### src/rtl/riscv_pkg.sv
// Shared RV32I core definitions: instruction constants, reset vector and the
// fetch-stage state and next-PC action encodings.
package riscv_pkg;

    localparam logic [31:0] NOP_INSTR = 32'h0000_0013;
    localparam logic [31:0] RESET_PC  = 32'h0000_0000;

    typedef enum logic {
        FS_RUN  = 1'b0,
        FS_HALT = 1'b1
    } fetch_state_t;

    // What the fetch stage does on the coming edge, resolved in priority order.
    typedef enum logic [1:0] {
        ACT_ADVANCE  = 2'd0,
        ACT_HOLD     = 2'd1,
        ACT_REDIRECT = 2'd2,
        ACT_HALT     = 2'd3
    } fetch_act_t;

endpackage

### src/rtl/pc_next_sel.sv
// Next-PC selection: resolves redirect / stall / halt / advance priority and
// produces the next PC together with the action the pipeline register applies.
module pc_next_sel
    import riscv_pkg::*;
#(
    parameter int WIDTH     = 32,
    parameter int MEM_BYTES = 1028
) (
    input  logic [WIDTH-1:0] i_pc,
    input  logic             i_in_halt,
    input  logic             i_stall,
    input  logic             i_branch_taken,
    input  logic [WIDTH-1:0] i_branch_target,
    input  logic [WIDTH-1:0] i_imem_data,
    output logic [WIDTH-1:0] o_pc_next,
    output logic [WIDTH-1:0] o_pc_plus4,
    output fetch_act_t       o_action
);

    logic w_halt_detect;

    // Carry out of the adder is dropped, so the PC wraps silently.
    assign o_pc_plus4    = i_pc + WIDTH'(4);
    assign w_halt_detect = (i_imem_data == '0) || (i_pc >= WIDTH'(MEM_BYTES));

    always_comb begin
        o_pc_next = i_pc;
        o_action  = ACT_HOLD;
        if (i_branch_taken) begin
            o_pc_next = {i_branch_target[WIDTH-1:2], 2'b00};
            o_action  = ACT_REDIRECT;
        end else if (i_in_halt) begin
            // Parked: stall and flush are invisible because IF/ID is already a bubble.
            o_action = ACT_HALT;
        end else if (i_stall) begin
            o_action = ACT_HOLD;
        end else if (w_halt_detect) begin
            o_action = ACT_HALT;
        end else begin
            o_pc_next = o_pc_plus4;
            o_action  = ACT_ADVANCE;
        end
    end

endmodule

### src/rtl/fetch_stage.sv
// RV32I instruction-fetch stage: owns the PC, addresses the combinational
// instruction memory and fills the IF/ID pipeline register.
module fetch_stage
    import riscv_pkg::*;
#(
    parameter int          WIDTH     = 32,
    parameter logic [31:0] RESET_PC  = riscv_pkg::RESET_PC,
    parameter int          MEM_BYTES = 1028
) (
    input  logic             clk,
    input  logic             rst,
    input  logic             stall,
    input  logic             flush,
    input  logic             branch_taken,
    input  logic [WIDTH-1:0] branch_target,
    output logic [WIDTH-1:0] imem_addr,
    input  logic [WIDTH-1:0] imem_data,
    output logic [WIDTH-1:0] if_id_pc,
    output logic [WIDTH-1:0] if_id_pc4,
    output logic [WIDTH-1:0] if_id_instr,
    output logic             if_id_valid,
    output logic             halted
);

    fetch_state_t     r_state, w_state_next;
    logic [WIDTH-1:0] r_pc;
    logic [WIDTH-1:0] r_if_id_pc, r_if_id_pc4, r_if_id_instr;
    logic             r_if_id_valid;

    logic [WIDTH-1:0] w_pc_next, w_pc_plus4;
    logic [WIDTH-1:0] w_if_id_pc_next, w_if_id_pc4_next, w_if_id_instr_next;
    logic             w_if_id_valid_next;
    fetch_act_t       w_action;

    pc_next_sel #(
        .WIDTH     (WIDTH),
        .MEM_BYTES (MEM_BYTES)
    ) u_pc_next_sel (
        .i_pc            (r_pc),
        .i_in_halt       (r_state == FS_HALT),
        .i_stall         (stall),
        .i_branch_taken  (branch_taken),
        .i_branch_target (branch_target),
        .i_imem_data     (imem_data),
        .o_pc_next       (w_pc_next),
        .o_pc_plus4      (w_pc_plus4),
        .o_action        (w_action)
    );

    always_ff @(posedge clk) begin
        if (rst) r_state <= FS_RUN;
        else     r_state <= w_state_next;
    end

    always_comb begin
        w_state_next       = r_state;
        w_if_id_pc_next    = r_if_id_pc;
        w_if_id_pc4_next   = r_if_id_pc4;
        w_if_id_instr_next = r_if_id_instr;
        w_if_id_valid_next = r_if_id_valid;
        unique case (w_action)
            ACT_REDIRECT: begin
                w_state_next       = FS_RUN;
                w_if_id_instr_next = WIDTH'(NOP_INSTR);
                w_if_id_valid_next = 1'b0;
            end
            ACT_HALT: begin
                w_state_next       = FS_HALT;
                w_if_id_instr_next = WIDTH'(NOP_INSTR);
                w_if_id_valid_next = 1'b0;
            end
            ACT_ADVANCE: begin
                w_if_id_pc_next    = r_pc;
                w_if_id_pc4_next   = w_pc_plus4;
                w_if_id_instr_next = flush ? WIDTH'(NOP_INSTR) : imem_data;
                w_if_id_valid_next = ~flush;
            end
            default: ;
        endcase
    end

    always_ff @(posedge clk) begin
        if (rst) begin
            r_pc          <= WIDTH'(RESET_PC);
            r_if_id_pc    <= '0;
            r_if_id_pc4   <= WIDTH'(4);
            r_if_id_instr <= WIDTH'(NOP_INSTR);
            r_if_id_valid <= 1'b0;
        end else begin
            r_pc          <= w_pc_next;
            r_if_id_pc    <= w_if_id_pc_next;
            r_if_id_pc4   <= w_if_id_pc4_next;
            r_if_id_instr <= w_if_id_instr_next;
            r_if_id_valid <= w_if_id_valid_next;
        end
    end

    assign imem_addr   = r_pc;
    assign if_id_pc    = r_if_id_pc;
    assign if_id_pc4   = r_if_id_pc4;
    assign if_id_instr = r_if_id_instr;
    assign if_id_valid = r_if_id_valid;
    assign halted      = (r_state == FS_HALT);

endmodule

### config.mk
export PLATFORM = sky130hd
export DESIGN_NAME = fetch_stage
export DESIGN_NICKNAME = d
export VERILOG_FILES = /design/src/rtl/riscv_pkg.sv /design/src/rtl/pc_next_sel.sv /design/src/rtl/fetch_stage.sv
export SDC_FILE = /design/constraint.sdc
export NUM_CORES = 1
export LEC_CHECK = 0
export CAP_MARGIN = 20
export CELL_PAD_IN_SITES_DETAIL_PLACEMENT = 1
export CELL_PAD_IN_SITES_GLOBAL_PLACEMENT = 2
export CORE_MARGIN = 2
export CORE_UTILIZATION = 28
export CTS_BUF_LIST = sky130_fd_sc_hd__clkbuf_8
export CTS_CLUSTER_DIAMETER = 80
export DETAILED_ROUTE_END_ITERATION = 8
export GPL_TIMING_DRIVEN = 0
export PLACE_DENSITY_LB_ADDON = 0.1
export SLEW_MARGIN = 25
export SYNTH_ARGS = -nofsm -noshare
export SYNTH_HDL_FRONTEND = slang
export SYNTH_HIERARCHICAL = 1
export SYNTH_SLANG_ARGS = --single-unit
export TNS_END_PERCENT = 5
### constraint.sdc
create_clock -name clk -period 3.6 [get_ports clk]
set_input_delay 0.9 -clock clk [delete_from_list [all_inputs] [get_ports clk]]
set_output_delay 0.9 -clock clk [all_outputs]
set_load 0.02 [all_outputs]
==> impl_results.md <==
* Status: complete, no violations
* I/O Buffers at 195
* Final hold violations at 0
* I/O pin count at 199
* Die H at 153 microns
* Worst-case clock skew at 0.0124 ns
* Maximum clock frequency at 0.294 GHz
* Vias per cell at 4.99
* Worst setup SP type: primary input
* CTS Buf Count at 17
* Router iterations before antenna repair at 4
* Initial antenna violation count at 0
* Routability cong. at 0.841
* Post-Syn Area at 6230 sq um
* Root Driver: clkbuf_8
* Worst setup EP type: flop
* Primary FF master, synth: dfxtp_1
* CP top delay family: buffers and inverters
* Row Count at 54
* Area delta synth->final at 44.3%
* Synthesized Nets at 777
* Core Box Area at 21800 sq um
* Data arrival time of the critical path at 3.77 ns
* Min Clock Period, post-route at 3.40 ns
* Crit share post-route at 94.4%
* Final WL at 23.5 mm
* Die footprint at 23500 sq um
* Power, Total at 3.35 mW
* Die span in x at 153 microns
* EDFF count, synth at 0
* Vias in the first global route at 6323
* Cell count along the critical path at 11
* First-pass GRT wire length at 36.1 mm
* Worst path cell trace: clkdlybuf4s50_1 -> nor4_2 -> nand4_1 -> nor2_4 -> clkbuf_2 -> nor2_1 -> a21oi_4 -> buf_4 -> clkbuf_1 -> o21ai_0 -> a21oi_1
* Starting Density at 28.5%
* Worst Path Buf+Inv at 4
* CTS Buffer Depth at 2
* Yosys reg bits at 130
* Avg Cell Area, Syn at 8.84 sq um
* Cell Pwr Density at 373 nW/um^2
* WL/cell at 19.4 microns
* Maximum VDD drop at 0.212 mV
* Share of layout cells above drive strength 1 at 10.3%
* Most frequent cells in the layout: clkdlybuf4s50_1 (195), dfxtp_1 (130), a21oi_1 (93)
* Grt ovf at 0
* Clk pin slew, worst setup/hold paths at 0.07 ns
* Clk sinks at 130
* Post-route ant nets at 0
* FF-to-FF path depth at 11
* H-tree lvl count at 4
* Worst slew pin tran at 0.646 ns
* Sequential fraction of the synthesis area at 41.8%
* # DRC at 0
* Insertion delay to the later sink of the worst-skew pair at 0.45 ns
* Unique masters post-synth at 42
* Layout filler cell count at 2567
* HPWL Detailed at 18.2 mm
* Antenna fix cells at 0
* Pins Over Slew Limit at 0
* Cell count after synthesis at 705
* Hold Crit Class: flop to flop
* Fin Hold WS at 0.451 ns
* Req. time, crit path at 3.97 ns
* DR vias at 6056
* Crit Path Class: primary input to flop
* Static leakage at 3.01 nW
* DRT iter0 DRCs at 221
* CP max-delay cell: clkdlybuf4s50_1
* Slew HR at 57.0%
* Worst hold stages at 2
* Synth warn at 6
* # setup viols final at 0
* # nets final at 992
* Largest net degree at the start of global routing at 17
* Commonest non-fill, non-tap cell in the layout: clkdlybuf4s50_1
* Total Routing Usage GR at 19.7%
* Maxcap violations at 0
* CTS tree: done
* CP max FO at 10
* Max stage delay on crit path at 0.44 ns
* Async SR Flop Fraction at 0%
-- state kept, by name, summed over array words and instances, names as in the netlist --
signal	cells
if_id_valid	1
if_id_pc	32
if_id_pc4	32
if_id_instr	32
imem_addr	32
halted	1
-- where the power goes --
| part | internal (mW) | switching (mW) |
|---|---|---|
| clock network | 0.699 | 0.627 |
| registers | 1.47 | 0.0551 |
| logic | 0.240 | 0.254 |
| total | 2.41 | 0.936 |
-- metal layers --
| layer | vias up | share of wire [%] | global-route usage, % |
|---|---|---|---|
| met5 | - | 0 | 0 |
| met2 | 146 | 50 | 34.2 |
| met3 | 14 | 5.3 | 4.39 |
| met1 | 2961 | 44 | 24.8 |
| met4 | 0 | 0.87 | 4.59 |
| li1 | 2935 | - | - |
-- layout make-up --
type	instances	area [sq um]	area share, %
clock buffer	18	248	2.76
timing repair buffer	196	1960	21.8
inverter	6	22.5	0.251
buffer	65	399	4.44
clock inverter	14	165	1.84
tap	280	350	3.90
multi-input combinational	504	3240	36.1
sequential	130	2600	29.0
-- worst register-to-register path: stages (launching register included) --
cell and delay, ns:
dfxtp_1 0.42, inv_1 0.17, ha_1 0.18, nor4b_2 0.21, o311ai_1 0.18, a211o_1 0.45
buf_6 0.19, nor2_1 0.28, a21oi_4 0.16, clkbuf_1 0.31, or3b_1 0.44, a21oi_1 0.14
-- cell usage after synthesis (2+ instances only) --
cell / n / area share (%)
nor4_1: 12 / 1.2
dfxtp_1: 130 / 42
a21oi_1: 94 / 7.6
nor2_1: 27 / 1.6
and3_1: 8 / 0.80
or2_2: 2 / 0.20
buf_2: 11 / 0.88
or4_1: 9 / 1.1
o21ai_0: 67 / 5.4
nand3_1: 12 / 0.96
a31oi_1: 7 / 0.70
inv_1: 5 / 0.30
buf_6: 16 / 2.9
or3b_1: 92 / 13
ha_1: 3 / 0.60
mux2_2: 19 / 3.4
nor3_1: 10 / 0.80
xor2_1: 15 / 2.1
buf_4: 4 / 0.48
nand2_1: 48 / 2.9
nand4_1: 6 / 0.60
a211o_1: 2 / 0.28
nor2b_1: 37 / 3.7
o31ai_1: 6 / 0.72
o21ai_1: 2 / 0.16
clkbuf_1: 33 / 2.0
xnor2_1: 13 / 1.8
-- metrics by stage --
stage | instance area (sq um) | TNS, ns | worst slack [ns] | utilization, % | cells
2_1_floorplan | 6230 | 0 | 0.498 | - | 705
3_3_place_gp | 8530 | -97.29 | -1.13 | 39.1 | 1180
3_5_place_dp | 8530 | -103.09 | -1.20 | 39.1 | 1180
4_1_cts | 8970 | -0.0475 | -0.0234 | 41.1 | 1212
5_1_grt | 8990 | -0.0103 | -0.0100 | 41.2 | 1213
6_report | 8990 | 0 | 0.202 | 41.2 | 1213
-- cells by family (layout without fill, tap and decap cells) --
family                     Yosys count  after routing  share of synthesized area [%]
AOI/OAI and AO/OA                  183            183                           15.5
buffers and inverters               71            299                           6.67
muxes                               20             20                           3.60
and+or+nand+nor                    270            270                           27.9
adders and majority gates            3              3                          0.603
xor gates and xnor gates            28             28                           3.94
DFF                                130            130                           41.8
-- worst paths after layout --
check | from | to | slack, ns
worst max-delay path | imem_data[16] | if_id_pc[15]$_SDFFE_PP0N_ | 0.20
worst min-delay path | if_id_instr[11]$_SDFFE_PP0P_ | if_id_instr[11]$_SDFFE_PP0P_ | 0.45
worst max register to register | imem_addr[2]$_SDFF_PP0_ | if_id_instr[30]$_SDFFE_PP0P_ | 0.41
worst min register to register | if_id_instr[11]$_SDFFE_PP0P_ | if_id_instr[11]$_SDFFE_PP0P_ | 0.45
-- what timing repair did --
item / in CTS / in global routing
resized for setup: 8 / 7
setup buffers: 0 / 1
setup endpoints to repair: 98 / 87
pin swaps: 0 / 1
hold buffers: 0 / 0
gates cloned: 0 / 0
(Power assumes the default switching activity.)
